<file path="src/rtl/fetch_queue_if.sv">
// Fetch-stage bus: instruction-memory request/ack channel plus the decode-side valid/ready queue head.
interface fetch_queue_if #(
  parameter int unsigned DEPTH = 4
);
  localparam int unsigned CW = $clog2(DEPTH) + 1;

  logic          imem_req;
  logic [31:0]   imem_addr;
  logic          imem_ack;
  logic [31:0]   imem_rdata;
  logic          out_valid;
  logic          out_ready;
  logic [31:0]   out_instr;
  logic [31:0]   out_pc;
  logic [31:0]   out_pc_plus4;
  logic [CW-1:0] count;

  modport master (
    output imem_req, imem_addr, out_valid, out_instr, out_pc, out_pc_plus4, count,
    input  imem_ack, imem_rdata, out_ready
  );

  modport slave (
    input  imem_req, imem_addr, out_valid, out_instr, out_pc, out_pc_plus4, count,
    output imem_ack, imem_rdata, out_ready
  );
endinterface

</file>
<file path="src/rtl/fetch_queue.sv">
// Instruction fetch stage: owns the fetch PC, issues one outstanding word read at a time,
// and buffers {instr, pc} pairs in a small FIFO toward decode; redirect flushes and restarts.
module fetch_queue #(
  parameter int unsigned DEPTH    = 4,
  parameter logic [31:0] RESET_PC = 32'h0000_0000
) (
  input  logic          clock,
  input  logic          reset,
  input  logic          redirect,
  input  logic [31:0]   redirect_target,
  fetch_queue_if.master bus
);
  localparam int unsigned AW = $clog2(DEPTH);
  localparam int unsigned CW = AW + 1;

  typedef enum logic [1:0] {
    S_IDLE = 2'd0,
    S_WAIT = 2'd1,
    S_DROP = 2'd2
  } state_t;

  state_t        r_state, w_state_next;
  logic [31:0]   r_fetch_pc, w_fetch_pc_next;
  logic [31:0]   r_addr, w_addr_next;
  logic          r_req, w_req_next;
  logic [CW-1:0] r_count;
  logic [AW-1:0] r_wr_ptr, r_rd_ptr;
  logic [31:0]   r_fifo_instr [DEPTH];
  logic [31:0]   r_fifo_pc    [DEPTH];

  logic [31:0]   w_target;
  logic          w_ack, w_pop, w_push, w_flush;
  logic [CW-1:0] w_count_ack;

  assign w_target    = redirect_target & 32'hFFFF_FFFC;
  assign w_ack       = r_req & bus.imem_ack;
  // A pop coinciding with a redirect is swallowed by the flush.
  assign w_pop       = (r_count != '0) & bus.out_ready & ~redirect;
  assign w_count_ack = r_count + CW'(1) - CW'(w_pop);

  // Next-state and request control.
  always_comb begin
    w_state_next    = r_state;
    w_fetch_pc_next = r_fetch_pc;
    w_addr_next     = r_addr;
    w_req_next      = r_req;
    w_push          = 1'b0;
    w_flush         = 1'b0;
    case (r_state)
      S_IDLE: begin
        if (redirect) begin
          w_flush         = 1'b1;
          w_fetch_pc_next = w_target;
        end else if (r_count < CW'(DEPTH)) begin
          w_state_next = S_WAIT;
          w_req_next   = 1'b1;
          w_addr_next  = r_fetch_pc;
        end
      end
      S_WAIT: begin
        if (redirect) begin
          w_flush         = 1'b1;
          w_fetch_pc_next = w_target;
          if (w_ack) begin
            w_state_next = S_IDLE;
            w_req_next   = 1'b0;
          end else begin
            w_state_next = S_DROP;
          end
        end else if (w_ack) begin
          w_push          = 1'b1;
          w_fetch_pc_next = r_addr + 32'd4;
          // Back-to-back fetch only while the pushed entry leaves room.
          if (w_count_ack < CW'(DEPTH)) begin
            w_addr_next = r_addr + 32'd4;
          end else begin
            w_state_next = S_IDLE;
            w_req_next   = 1'b0;
          end
        end
      end
      S_DROP: begin
        if (redirect) begin
          w_flush         = 1'b1;
          w_fetch_pc_next = w_target;
        end
        if (w_ack) begin
          w_state_next = S_IDLE;
          w_req_next   = 1'b0;
        end
      end
      default: begin
        w_state_next = S_IDLE;
        w_req_next   = 1'b0;
      end
    endcase
  end

  always_ff @(posedge clock) begin
    if (reset) begin
      r_state    <= S_IDLE;
      r_fetch_pc <= RESET_PC;
      r_addr     <= RESET_PC;
      r_req      <= 1'b0;
      r_count    <= '0;
      r_wr_ptr   <= '0;
      r_rd_ptr   <= '0;
    end else begin
      r_state    <= w_state_next;
      r_fetch_pc <= w_fetch_pc_next;
      r_addr     <= w_addr_next;
      r_req      <= w_req_next;
      if (w_flush) begin
        r_count  <= '0;
        r_wr_ptr <= '0;
        r_rd_ptr <= '0;
      end else begin
        if (w_push) r_wr_ptr <= r_wr_ptr + AW'(1);
        if (w_pop)  r_rd_ptr <= r_rd_ptr + AW'(1);
        r_count <= r_count + CW'(w_push) - CW'(w_pop);
      end
    end
  end

  // FIFO storage needs no reset; occupancy is tracked by r_count.
  always_ff @(posedge clock) begin
    if (w_push && !reset) begin
      r_fifo_instr[r_wr_ptr] <= bus.imem_rdata;
      r_fifo_pc[r_wr_ptr]    <= r_addr;
    end
  end

  assign bus.imem_req     = r_req;
  assign bus.imem_addr    = r_addr;
  assign bus.count        = r_count;
  assign bus.out_valid    = (r_count != '0);
  assign bus.out_instr    = r_fifo_instr[r_rd_ptr];
  assign bus.out_pc       = r_fifo_pc[r_rd_ptr];
  assign bus.out_pc_plus4 = r_fifo_pc[r_rd_ptr] + 32'd4;
endmodule

</file>
<file path="src/flat_wrapper.sv">
// flat-port wrapper written by rule: the top's interface ports become plain ports
module fetch_queue_flat 
#(
  parameter int unsigned DEPTH    = 4,
  parameter logic [31:0] RESET_PC = 32'h0000_0000
)
  (clock, reset, redirect, redirect_target, bus_imem_req, bus_imem_addr, bus_out_valid, bus_out_instr, bus_out_pc, bus_out_pc_plus4, bus_count, bus_imem_ack, bus_imem_rdata, bus_out_ready);
  fetch_queue_if #(.DEPTH(DEPTH)) bus_i ();
  input  logic clock;
  input  logic reset;
  input  logic redirect;
  input  logic [31:0] redirect_target;
  output wire logic [$bits(bus_i.imem_req)-1:0] bus_imem_req;
  output wire logic [$bits(bus_i.imem_addr)-1:0] bus_imem_addr;
  output wire logic [$bits(bus_i.out_valid)-1:0] bus_out_valid;
  output wire logic [$bits(bus_i.out_instr)-1:0] bus_out_instr;
  output wire logic [$bits(bus_i.out_pc)-1:0] bus_out_pc;
  output wire logic [$bits(bus_i.out_pc_plus4)-1:0] bus_out_pc_plus4;
  output wire logic [$bits(bus_i.count)-1:0] bus_count;
  input wire logic [$bits(bus_i.imem_ack)-1:0] bus_imem_ack;
  input wire logic [$bits(bus_i.imem_rdata)-1:0] bus_imem_rdata;
  input wire logic [$bits(bus_i.out_ready)-1:0] bus_out_ready;
  assign bus_imem_req = bus_i.imem_req;
  assign bus_imem_addr = bus_i.imem_addr;
  assign bus_out_valid = bus_i.out_valid;
  assign bus_out_instr = bus_i.out_instr;
  assign bus_out_pc = bus_i.out_pc;
  assign bus_out_pc_plus4 = bus_i.out_pc_plus4;
  assign bus_count = bus_i.count;
  assign bus_i.imem_ack = bus_imem_ack;
  assign bus_i.imem_rdata = bus_imem_rdata;
  assign bus_i.out_ready = bus_out_ready;
  fetch_queue #(.DEPTH(DEPTH), .RESET_PC(RESET_PC)) u_core (.clock(clock), .reset(reset), .redirect(redirect), .redirect_target(redirect_target), .bus(bus_i));
endmodule
</file>
<file path="config.mk">
export PLATFORM = sky130hd
export DESIGN_NAME = fetch_queue_flat
export DESIGN_NICKNAME = d
export VERILOG_FILES = /design/src/rtl/fetch_queue_if.sv /design/src/rtl/fetch_queue.sv /design/src/flat_wrapper.sv
export SDC_FILE = /design/constraint.sdc
export NUM_CORES = 1
export LEC_CHECK = 0
export CORE_AREA = 4 4 166 168
export DETAILED_ROUTE_END_ITERATION = 16
export DIE_AREA = 0 0 170 172
export GPL_TIMING_DRIVEN = 0
export PLACE_DENSITY_LB_ADDON = 0.3
export SLEW_MARGIN = 20
export SYNTH_ARGS = -nofsm -noshare
export SYNTH_HDL_FRONTEND = slang
export SYNTH_SLANG_ARGS = --single-unit
</file>
<file path="constraint.sdc">
create_clock -name clock -period 4.5 [get_ports clock]
set_input_delay 0.9 -clock clock [delete_from_list [all_inputs] [get_ports clock]]
set_output_delay 0.9 -clock clock [all_outputs]
set_load 0.03 [all_outputs]
</file>
==> run metrics <==
initial antenna violation count=0; Starting Density=54.4%; Residual DRC=0; DR iter-0 viols=980; min-delay src=u_core.r_fetch_pc[13]$_SDFFE_PP0P_; average wire per standard cell=22.7 um; DIE HEIGHT=172 um; Clock Sinks=332; Post-Place Cells=1,499; achievable frequency=229 MHz; top-count cell post-synth=edfxtp_1; layout cells sized above 1=12.7%; Synth Instances=963; Max VDD drop=0.000273 V; leakage power=5.79 nW; vias in the first global route=9,522; FF-to-FF Start=u_core.r_state[0]$_SDFFE_PP0P_; Finished Core Util=68.6%; layout net count=1,279; Rows=59; Post-synth top flop=edfxtp_1; Max clock buf depth=3; hold path endpoint=u_core.r_fetch_pc[13]$_SDFFE_PP0P_; type of the tightest min-delay check=reg -> reg; final setup violation count=0; relative slew slack=35.5%; sequential cell area fraction in the yosys report=65.3%; final worst path period share=97.1%; Final Hold Violating Endpoints=0; Min Hold Slack=0.456 ns; Via density=6.12; Synth area leader=edfxtp_1; max-cap violations=0; Hold-fix buffers, CTS=0; clk_lat worst skew=0.51 ns; status=finished, final reports clean; PortBufs=197; WP data arrival=3.47 ns; top post-synthesis cells by area=edfxtp_1 (54%), dfxtp_1 (11%), mux4_2 (9.3%); grt total ovfl=0; Reg2Reg Depth=7; skew final=0.0207 ns; worst endpoint required time=3.60 ns; core area=25,900 sq um; Power per Cell Area=371 nW/um^2; Post-Route WL=35,400 um; Final Wtd Congestion=0.956; Synth async-reset ratio=0%; number of flops mapped to enable cells by yosys=256; CP endpoint kind=output pin; CTS tree=built; Post-DP HPWL=23,700 um; pre-CTS setup slack=0.521 ns; root buffer cell=clkbuf_16; syn avg cell area=14.7 sq um; Post-Syn Area=14,100 sq um; commonest cells in the netlist=edfxtp_1 (256), dfxtp_1 (76), nand2_1 (67); Die Wd=170 um; largest net degree at the start of global routing=48; net count after synthesis=1,042; worst-margin pin slew=0.960 ns; unrepaired setup endpoints after global routing=false; Ports=202; first-pass GRT wire length=54,000 um; non-filler cells, final=1,559; R2R Setup Slk=1.32 ns; Final WS setup=0.130 ns; startpoint types=register; DIE AREA=29,200 sq um; gr usage total=23.9%; 1st-pass router iterations=5; fin crit period=4.37 ns; Clk pin slew, worst setup/hold paths=0.06 ns; post-synth cell types=67; TritonCTS Buffers=34; Synth-to-Final Area Change=25.9%; Slew Viols, Final=0; Ys Warns=0; ant diodes=0; FF-to-FF End=u_core.r_fifo_pc[0][24]$_DFFE_PP_; Synth top area share=54.5%; via count=9,545; hold depth=2; Seq cells post-synth=332; CP max FO=10; post-route ant nets=0; Crit Path Class=reg -> out; H-Tree Depth=2
## worst max-delay path by stage
| stage | start | endpoint | slack, ns |
|---|---|---|---|
| floorplan | redirect | u_core.r_fifo_instr[1][0]$_DFFE_PP_ | 0.57 |
| global placement | bus_imem_ack | u_core.r_fifo_instr[0][6]$_DFFE_PP_ | -1.03 |
| detailed placement | register | bus_out_pc_plus4[31] | 0.52 |
| CTS | register | bus_out_pc_plus4[22] | 0.02 |
| global route | register | bus_out_pc_plus4[31] | 0.02 |
| finish | register | bus_out_pc_plus4[23] | 0.13 |
## metal layers
metal	up-vias	GRT usage, %	share of wire [%]
met5	-	0	0
met4	0	8.72	3.3
met3	84	4.46	8.5
met2	500	38.0	46
met1	4711	33.4	42
li1	4250	-	-
## logic make-up after synthesis
family / count (synthesis) / share of synthesized area, %
muxes: 72 / 10.9
xor gates and xnor gates: 50 / 3.10
and+or+nand+nor: 249 / 9.13
buffers and inverters: 84 / 2.80
DFF: 332 / 65.3
adders and majority gates: 10 / 0.940
AOI/OAI and AO/OA: 166 / 7.80
## cell usage in the layout (no fill, tap or decap), types with 6 or more instances in the layout
cell type        netlist  layout
a211oi_1               6       6
a21oi_1               39      39
a31oi_1                9       9
a32oi_1                9       9
and2_1                10      10
buf_2                 13      13
buf_6                  6       6
clkbuf_1              37      43
clkbuf_16              0      34
clkdlybuf4s50_1        0     187
clkinv_1               0       6
dfxtp_1               76      76
dlymetal6s2s_1         0      10
edfxtp_1             256     256
ha_1                   9       9
inv_1                 21      21
mux2i_1                8       8
mux4_1                 6       6
mux4_2                58      58
nand2_1               67      67
nand3_1               34      34
nand4_1               25      25
nor2_1                51      50
nor3_1                18      18
nor4_1                 6       6
o21ai_0               38      38
xnor2_1               38      38
xor2_1                12      12
## power breakdown
| part | switching [mW] | internal [mW] | total, mW |
|---|---|---|---|
| Combinational | 0.234 | 0.157 | 0.390 |
| Sequential | 0.0595 | 3.33 | 3.39 |
| Clock | 1.12 | 1.70 | 2.82 |
| Total | 1.41 | 5.19 | 6.60 |
## sequential cells by signal, indices dropped and copies added, names as in the netlist, named ones only
register / count
u_core.r_fifo_instr: 128
u_core.r_fifo_pc: 128
u_core.bus.imem_addr: 32
u_core.r_fetch_pc: 32
u_core.bus.count: 3
u_core.r_rd_ptr: 2
u_core.r_state: 2
u_core.r_wr_ptr: 2
u_core.bus.imem_req: 1
## worst max-delay path, stage by stage, from the launching register on
cell             delay (ns)
dfxtp_1                0.31
buf_6                  0.15
buf_6                  0.17
mux4_1                 0.51
nand4_1                0.25
nor2_2                 0.42
nand4_1                0.18
xnor2_1                0.24
clkdlybuf4s50_1        0.71
## final cells by class
| type | instances | area [sq um] |
|---|---|---|
| tap | 335 | 419 |
| clock buffer | 41 | 887 |
| sequential | 332 | 9210 |
| timing repair buffer | 201 | 2080 |
| fill | 1781 | 8150 |
| inverter | 21 | 78.8 |
| buffer | 63 | 317 |
| multi-input combinational | 547 | 4540 |
| clock inverter | 19 | 234 |
## through the flow
step | instance area (sq um) | TNS, ns | total power, mW
3_3_place_gp | 16500 | -253.92 | 3.82
6_report | 17800 | 0 | 6.60
3_5_place_dp | 16600 | 0 | 3.83
4_1_cts | 17700 | 0 | 6.63
2_1_floorplan | 14100 | 0 | 3.63
5_1_grt | 17800 | 0 | 6.81
## what timing repair did
item / 4_1_cts / 5_1_grt
resized for setup: 1 / 10
buffers inserted: 0 / 0
setup endpoints to repair: 2 / 10
endpoints found under the hold margin: 0 / 0
cloned: 0 / 0
Note: power is estimated with default switching activity, not from simulation.
